$ cat src/rtl/vend_pkg.sv
// rtl/vend_pkg.sv - shared FSM states, coin selection and coin value constants for the change dispenser
package vend_pkg;

  typedef enum logic [2:0] {
    IDLE     = 3'd0,
    SELECT   = 3'd1,
    PULSE    = 3'd2,
    WAIT_ACK = 3'd3,
    DONE     = 3'd4,
    FAULT    = 3'd5
  } state_t;

  typedef enum logic {
    SEL_HI = 1'b0,
    SEL_LO = 1'b1
  } coin_t;

  localparam int COIN_HI_DEF = 3;
  localparam int COIN_LO_VAL = 1;

  function automatic int cnt_width(input int max_val);
    return (max_val < 2) ? 1 : $clog2(max_val + 1);
  endfunction

endpackage

$ cat src/rtl/coin_inventory.sv
// rtl/coin_inventory.sv - one saturating up/down coin counter with a parameterised reset value
module coin_inventory #(
  parameter int W    = 4,
  parameter int INIT = 8
) (
  input  logic         clk,
  input  logic         reset,
  input  logic         inc,
  input  logic         dec,
  output logic [W-1:0] count
);

  localparam logic [W-1:0] MAX_V  = '1;
  localparam logic [W-1:0] INIT_V = W'(INIT);

  // Simultaneous refill and payout cancel out instead of racing each other.
  always_ff @(posedge clk or negedge reset) begin
    if (!reset) begin
      count <= INIT_V;
    end else if (inc && !dec) begin
      if (count != MAX_V) count <= count + 1'b1;
    end else if (dec && !inc) begin
      if (count != '0) count <= count - 1'b1;
    end
  end

endmodule

$ cat src/rtl/change_dispenser.sv
// rtl/change_dispenser.sv - greedy 3/1-rupee change payout FSM driving a coin hopper; CHANGE_DISP_STATS_EN enables the coins_total counter
module change_dispenser
  import vend_pkg::*;
#(
  parameter int AMT_W       = 4,
  parameter int COIN_HI     = COIN_HI_DEF,
  parameter int INV_W       = 4,
  parameter int INIT_HI     = 8,
  parameter int INIT_LO     = 8,
  parameter int ACK_TIMEOUT = 15
) (
  input  logic             clk,
  input  logic             reset,
  input  logic             req_valid,
  input  logic [AMT_W-1:0] req_amount,
  output logic             req_ready,
  output logic             eject_hi,
  output logic             eject_lo,
  input  logic             hopper_ack,
  input  logic             refill_hi,
  input  logic             refill_lo,
  input  logic             fault_clr,
  output logic             done,
  output logic [AMT_W-1:0] shortfall,
  output logic             fault,
  output logic [INV_W-1:0] inv_hi,
  output logic [INV_W-1:0] inv_lo,
  output logic [7:0]       coins_total
);

  localparam int                 CNT_W  = cnt_width(ACK_TIMEOUT);
  localparam logic [AMT_W-1:0]   HI_VAL = AMT_W'(COIN_HI);
  localparam logic [AMT_W-1:0]   LO_VAL = AMT_W'(COIN_LO_VAL);
  localparam logic [CNT_W-1:0]   TMO_V  = CNT_W'(ACK_TIMEOUT);

  state_t             state, state_nxt;
  coin_t              sel, sel_nxt;
  logic [AMT_W-1:0]   remaining, remaining_nxt;
  logic [CNT_W-1:0]   tmo_cnt, tmo_nxt;
  logic               ack_take;
  logic               dec_hi, dec_lo;

  always_ff @(posedge clk or negedge reset) begin
    if (!reset) begin
      state     <= IDLE;
      sel       <= SEL_HI;
      remaining <= '0;
      tmo_cnt   <= '0;
    end else begin
      state     <= state_nxt;
      sel       <= sel_nxt;
      remaining <= remaining_nxt;
      tmo_cnt   <= tmo_nxt;
    end
  end

  always_comb begin
    state_nxt     = state;
    sel_nxt       = sel;
    remaining_nxt = remaining;
    tmo_nxt       = tmo_cnt;
    req_ready     = 1'b0;
    eject_hi      = 1'b0;
    eject_lo      = 1'b0;
    done          = 1'b0;
    shortfall     = '0;
    fault         = 1'b0;
    ack_take      = 1'b0;

    case (state)
      IDLE: begin
        req_ready = 1'b1;
        if (req_valid) begin
          remaining_nxt = req_amount;
          state_nxt     = SELECT;
        end
      end

      SELECT: begin
        tmo_nxt = '0;
        // Greedy choice; a coin is only picked when it cannot overpay.
        if (remaining >= HI_VAL && inv_hi != '0) begin
          sel_nxt   = SEL_HI;
          state_nxt = PULSE;
        end else if (remaining >= LO_VAL && inv_lo != '0) begin
          sel_nxt   = SEL_LO;
          state_nxt = PULSE;
        end else begin
          state_nxt = DONE;
        end
      end

      PULSE: begin
        eject_hi  = (sel == SEL_HI);
        eject_lo  = (sel == SEL_LO);
        state_nxt = WAIT_ACK;
      end

      WAIT_ACK: begin
        if (hopper_ack) begin
          ack_take      = 1'b1;
          remaining_nxt = remaining - ((sel == SEL_HI) ? HI_VAL : LO_VAL);
          tmo_nxt       = '0;
          state_nxt     = SELECT;
        end else begin
          tmo_nxt = tmo_cnt + 1'b1;
          if (tmo_nxt == TMO_V) state_nxt = FAULT;
        end
      end

      DONE: begin
        done          = 1'b1;
        shortfall     = remaining;
        remaining_nxt = '0;
        state_nxt     = IDLE;
      end

      FAULT: begin
        fault = 1'b1;
        if (fault_clr) begin
          remaining_nxt = '0;
          tmo_nxt       = '0;
          state_nxt     = IDLE;
        end
      end

      default: state_nxt = IDLE;
    endcase
  end

  assign dec_hi = ack_take && (sel == SEL_HI);
  assign dec_lo = ack_take && (sel == SEL_LO);

  coin_inventory #(
    .W    (INV_W),
    .INIT (INIT_HI)
  ) u_inv_hi (
    .clk   (clk),
    .reset (reset),
    .inc   (refill_hi),
    .dec   (dec_hi),
    .count (inv_hi)
  );

  coin_inventory #(
    .W    (INV_W),
    .INIT (INIT_LO)
  ) u_inv_lo (
    .clk   (clk),
    .reset (reset),
    .inc   (refill_lo),
    .dec   (dec_lo),
    .count (inv_lo)
  );

`ifdef CHANGE_DISP_STATS_EN
  always_ff @(posedge clk or negedge reset) begin
    if (!reset) begin
      coins_total <= '0;
    end else if (ack_take && coins_total != 8'hFF) begin
      coins_total <= coins_total + 8'd1;
    end
  end
`else
  assign coins_total = '0;
`endif

endmodule

$ cat config.mk
export PLATFORM = sky130hd
export DESIGN_NAME = change_dispenser
export DESIGN_NICKNAME = d
export VERILOG_FILES = /design/src/rtl/vend_pkg.sv /design/src/rtl/coin_inventory.sv /design/src/rtl/change_dispenser.sv
export SDC_FILE = /design/constraint.sdc
export NUM_CORES = 1
export LEC_CHECK = 0
export CORE_UTILIZATION = 28
export DETAILED_ROUTE_END_ITERATION = 8
export HOLD_SLACK_MARGIN = 0.1
export PLACE_DENSITY_LB_ADDON = 0.3
export SKIP_CTS_REPAIR_TIMING = 1
export SLEW_MARGIN = 40
export SYNTH_ARGS = -nofsm -noshare
export SYNTH_HDL_FRONTEND = slang
export SYNTH_HIERARCHICAL = 1
export SYNTH_SLANG_ARGS = --single-unit
$ cat constraint.sdc
create_clock -name clk -period 1.97 [get_ports clk]
set_clock_uncertainty 0.05 [all_clocks]
set_input_delay 0.2955 -clock clk [delete_from_list [all_inputs] [get_ports clk]]
set_output_delay 0.2955 -clock clk [all_outputs]
set_load 0.1 [all_outputs]
==> summary.txt <==
Run status
  • Status: finished, violations left
  • Failing checks: negative setup slack

Cells and area
  • Diode count: 0
  • Layout Nets: 243
  • Layout Area Growth over Synthesis: 61.29%
  • Share of layout cells above drive strength 1: 0.4475

Logic synthesis
  • Post-Synth XOR/XNOR Area: 0.02782
  • Synth top area cells: dfrtp_1 29%, ha_1 7.2%, a21oi_1 3.8%, fa_1 3.8%, buf_4 3.8%
  • Synthesized netlist cell count: 167
  • Yosys top cell area share: 0.2862
  • Yosys warns: 6
  • EDFF count, synth: 0
  • Yosys cell types: 50
  • Primary FF master, synth: dfrtp_1
  • Post-Synth Simple-Gate Area: 0.2258
  • Seq/Total Area, Yosys: 0.3196
  • Multiplexer share of the synthesized area: 0.04849
  • Combinational family with the most area after synthesis: simple AND/OR/NAND/NOR gates
  • Post-synth ARST share: 1.000
  • Post-synthesis adder-cell area fraction: 0.1169
  • Leading area contributor after synthesis: dfrtp_1
  • Synthesized area per cell: 9.425 um2
  • Mapped Area: 1574 um2
  • Compound-Gate Fraction of Synth Area: 0.1900
  • FF+latch count, synth: 20

Clocking
  • CTS tree: done
  • Clock Sinks: 20
  • H-tree levels: 1
  • Bufs on Longest Clock Path: 2
  • Clock latency at the later pin of the worst-skew pair: 0.26 ns
  • Root Buffer: clkbuf_8
  • CTS clock-pin slew for the worst setup and hold paths: 0.08 ns
  • Num CTS Buffers: 3

Global routing
  • Pin count of the biggest net entering global routing: 21
  • Grt total ovfl: 0
  • Antenna violations before repair: 0
  • Overall Global Routing Usage: 0.1228
  • Vias in the first global route: 1176
  • First-pass GRT wire length: 5678 um

Critical path
  • Critical path class: reg -> reg
  • Critical Path End Type: flip-flop
  • Crit path DAT: 2.10 ns
  • Worst EP required: 2.08 ns
  • CP Max Fanout: 2
  • Startpoint Class: flip-flop

STA
  • Final setup vio count: 6
  • Final Hold Fails: 0
  • Max Clk Rate: 502.1 MHz
  • Final clock period utilization by the worst path: 1.011
  • Unrepaired setup endpoints after global routing: true
  • Final worst setup slack: -0.02164 ns
  • Period minus WS final: 1.992 ns
  • Pins over their slew limit: 0
  • Setup TNS: -0.07247 ns
  • WHS: 0.3233 ns

Die
  • FP Rows: 26
  • Initial core utilization: 0.2987
  • Die area: 5925 um2
  • I/O pins: 36
  • Core ar.: 5270 um2
  • Die Y: 76.98 um
  • Die Width: 76.98 um

Flow run
  • # Max-Cap Violations: 0

Drt
  • Routed WL: 3810 um
  • DRC: 0
  • DR WL/cell: 13.18 um
  • Avg Vias per Cell: 4.792
  • Vias post-DR: 1385
  • Initial DRC Count: 78
  • Routed Antenna Nets: 0
  • First-pass detailed-route iteration total: 4

Place
  • GP Congestion: 0.7703
  • Input/output buffers: 27
  • Hpwl dp: 2770 um

Hold path
  • Hold WC Path Type: in -> async
-- synth_stat cells, drive strengths merged (2+ instances only) --
| cell | count |
|---|---|
| inv | 10 |
| ha | 9 |
| or2 | 2 |
| o31ai | 2 |
| mux2 | 5 |
| and2 | 5 |
| clkbuf | 3 |
| fa | 3 |
| nand2b | 2 |
| o21bai | 2 |
| a21boi | 2 |
| mux2i | 2 |
| a41oi | 2 |
| dfrtp | 18 |
| xnor2 | 2 |
| dfstp | 2 |
| and3 | 4 |
| nor4 | 5 |
| nand2 | 11 |
| a21oi | 12 |
| nor3 | 5 |
| o2bb2ai | 4 |
| nand3b | 2 |
| and3b | 2 |
| xor2 | 3 |
| o21ai | 9 |
| nor2 | 12 |
| buf | 8 |
| nand3 | 3 |
-- layer usage --
metal  vias to the layer above  share of wire  global-route usage
met5                         -              0                   0
met3                         4          0.038             0.01905
met1                       656           0.47              0.1736
li1                        686              -                   -
met4                         0          0.016             0.05660
met2                        39           0.48              0.1821
-- worst max-delay path: stages, from the launching register on --
cell	delay, ns
dfrtp_4	0.48
or4_4	0.55
maj3_2	0.32
o311a_1	0.31
o22a_1	0.18
-- cell families (layout without fill, tap and decap cells) --
kind of cell,Yosys count,count (layout)
mux,7,7
other cells,1,8
flops,20,20
simple gates,59,59
compound gates,41,41
buf+inv,21,66
fa+ha+maj,13,13
xor+xnor,5,5
-- flip-flops by register name, indices dropped and copies added (netlist names) --
register / cells
u_inv_hi/count: 4
u_inv_lo/count: 4
sel: 1
tmo_cnt: 4
state: 3
remaining: 4
-- cells in the final DEF, fill, tap and decap left out, drive strengths merged, types with 4 or more instances in the layout --
cell           Yosys  layout
buf                8      42
dfrtp             18      18
nor2              12      12
a21oi             12      12
nand2             11      11
clkdlybuf4s50      0      10
inv               10      10
o21ai              9       9
ha                 9       9
conb               1       8
nor4               5       5
mux2               5       5
nor3               5       5
and2               5       5
clkbuf             3       4
and3               4       4
o2bb2ai            4       4
-- layout make-up --
| cell class | instances | area, um2 |
|---|---|---|
| clock buffers | 4 | 55.05 |
| fillers | 487 | 2731 |
| inverters | 10 | 42.54 |
| multi-input cells | 133 | 1206 |
| flip-flops and latches | 20 | 515.5 |
| well taps | 70 | 87.58 |
| repair buffers | 52 | 631.9 |
-- worst paths after layout --
| path | from | endpoint | slack, ns | cells past startpoint |
|---|---|---|---|---|
| worst max-delay path | u_inv_lo/count[0]$_DFFE_PN0P_ | sel$_DFFE_PN0P_ | -0.02 | 4 |
| worst min-delay path | reset | tmo_cnt[3]$_DFFE_PN0P_ | 0.32 | 2 |
| worst max register to register | u_inv_lo/count[0]$_DFFE_PN0P_ | sel$_DFFE_PN0P_ | -0.02 | 4 |
| worst min register to register | tmo_cnt[2]$_DFFE_PN0P_ | tmo_cnt[2]$_DFFE_PN0P_ | 0.49 | 1 |
| max in group asynchronous | reset | u_inv_lo/count[3]$_DFFE_PN1P_ | 1.27 | 2 |
| min in group clk | tmo_cnt[2]$_DFFE_PN0P_ | tmo_cnt[2]$_DFFE_PN0P_ | 0.49 | 1 |
-- stage by stage --
stage            util  instance area, um2  std cells  setup slack (ns)
2_1_floorplan       -                1748        174           -0.2799
3_3_place_gp   0.4397                2317        279           -0.2686
3_5_place_dp   0.4397                2317        279           -0.2747
4_1_cts        0.4501                2372        283           -0.1250
5_1_grt        0.4817                2539        289          -0.09680
6_report       0.4817                2539        289          -0.02164
Power is not shown: default switching activity piles up to over one toggle a cycle in this logic, so the estimate is an artifact.
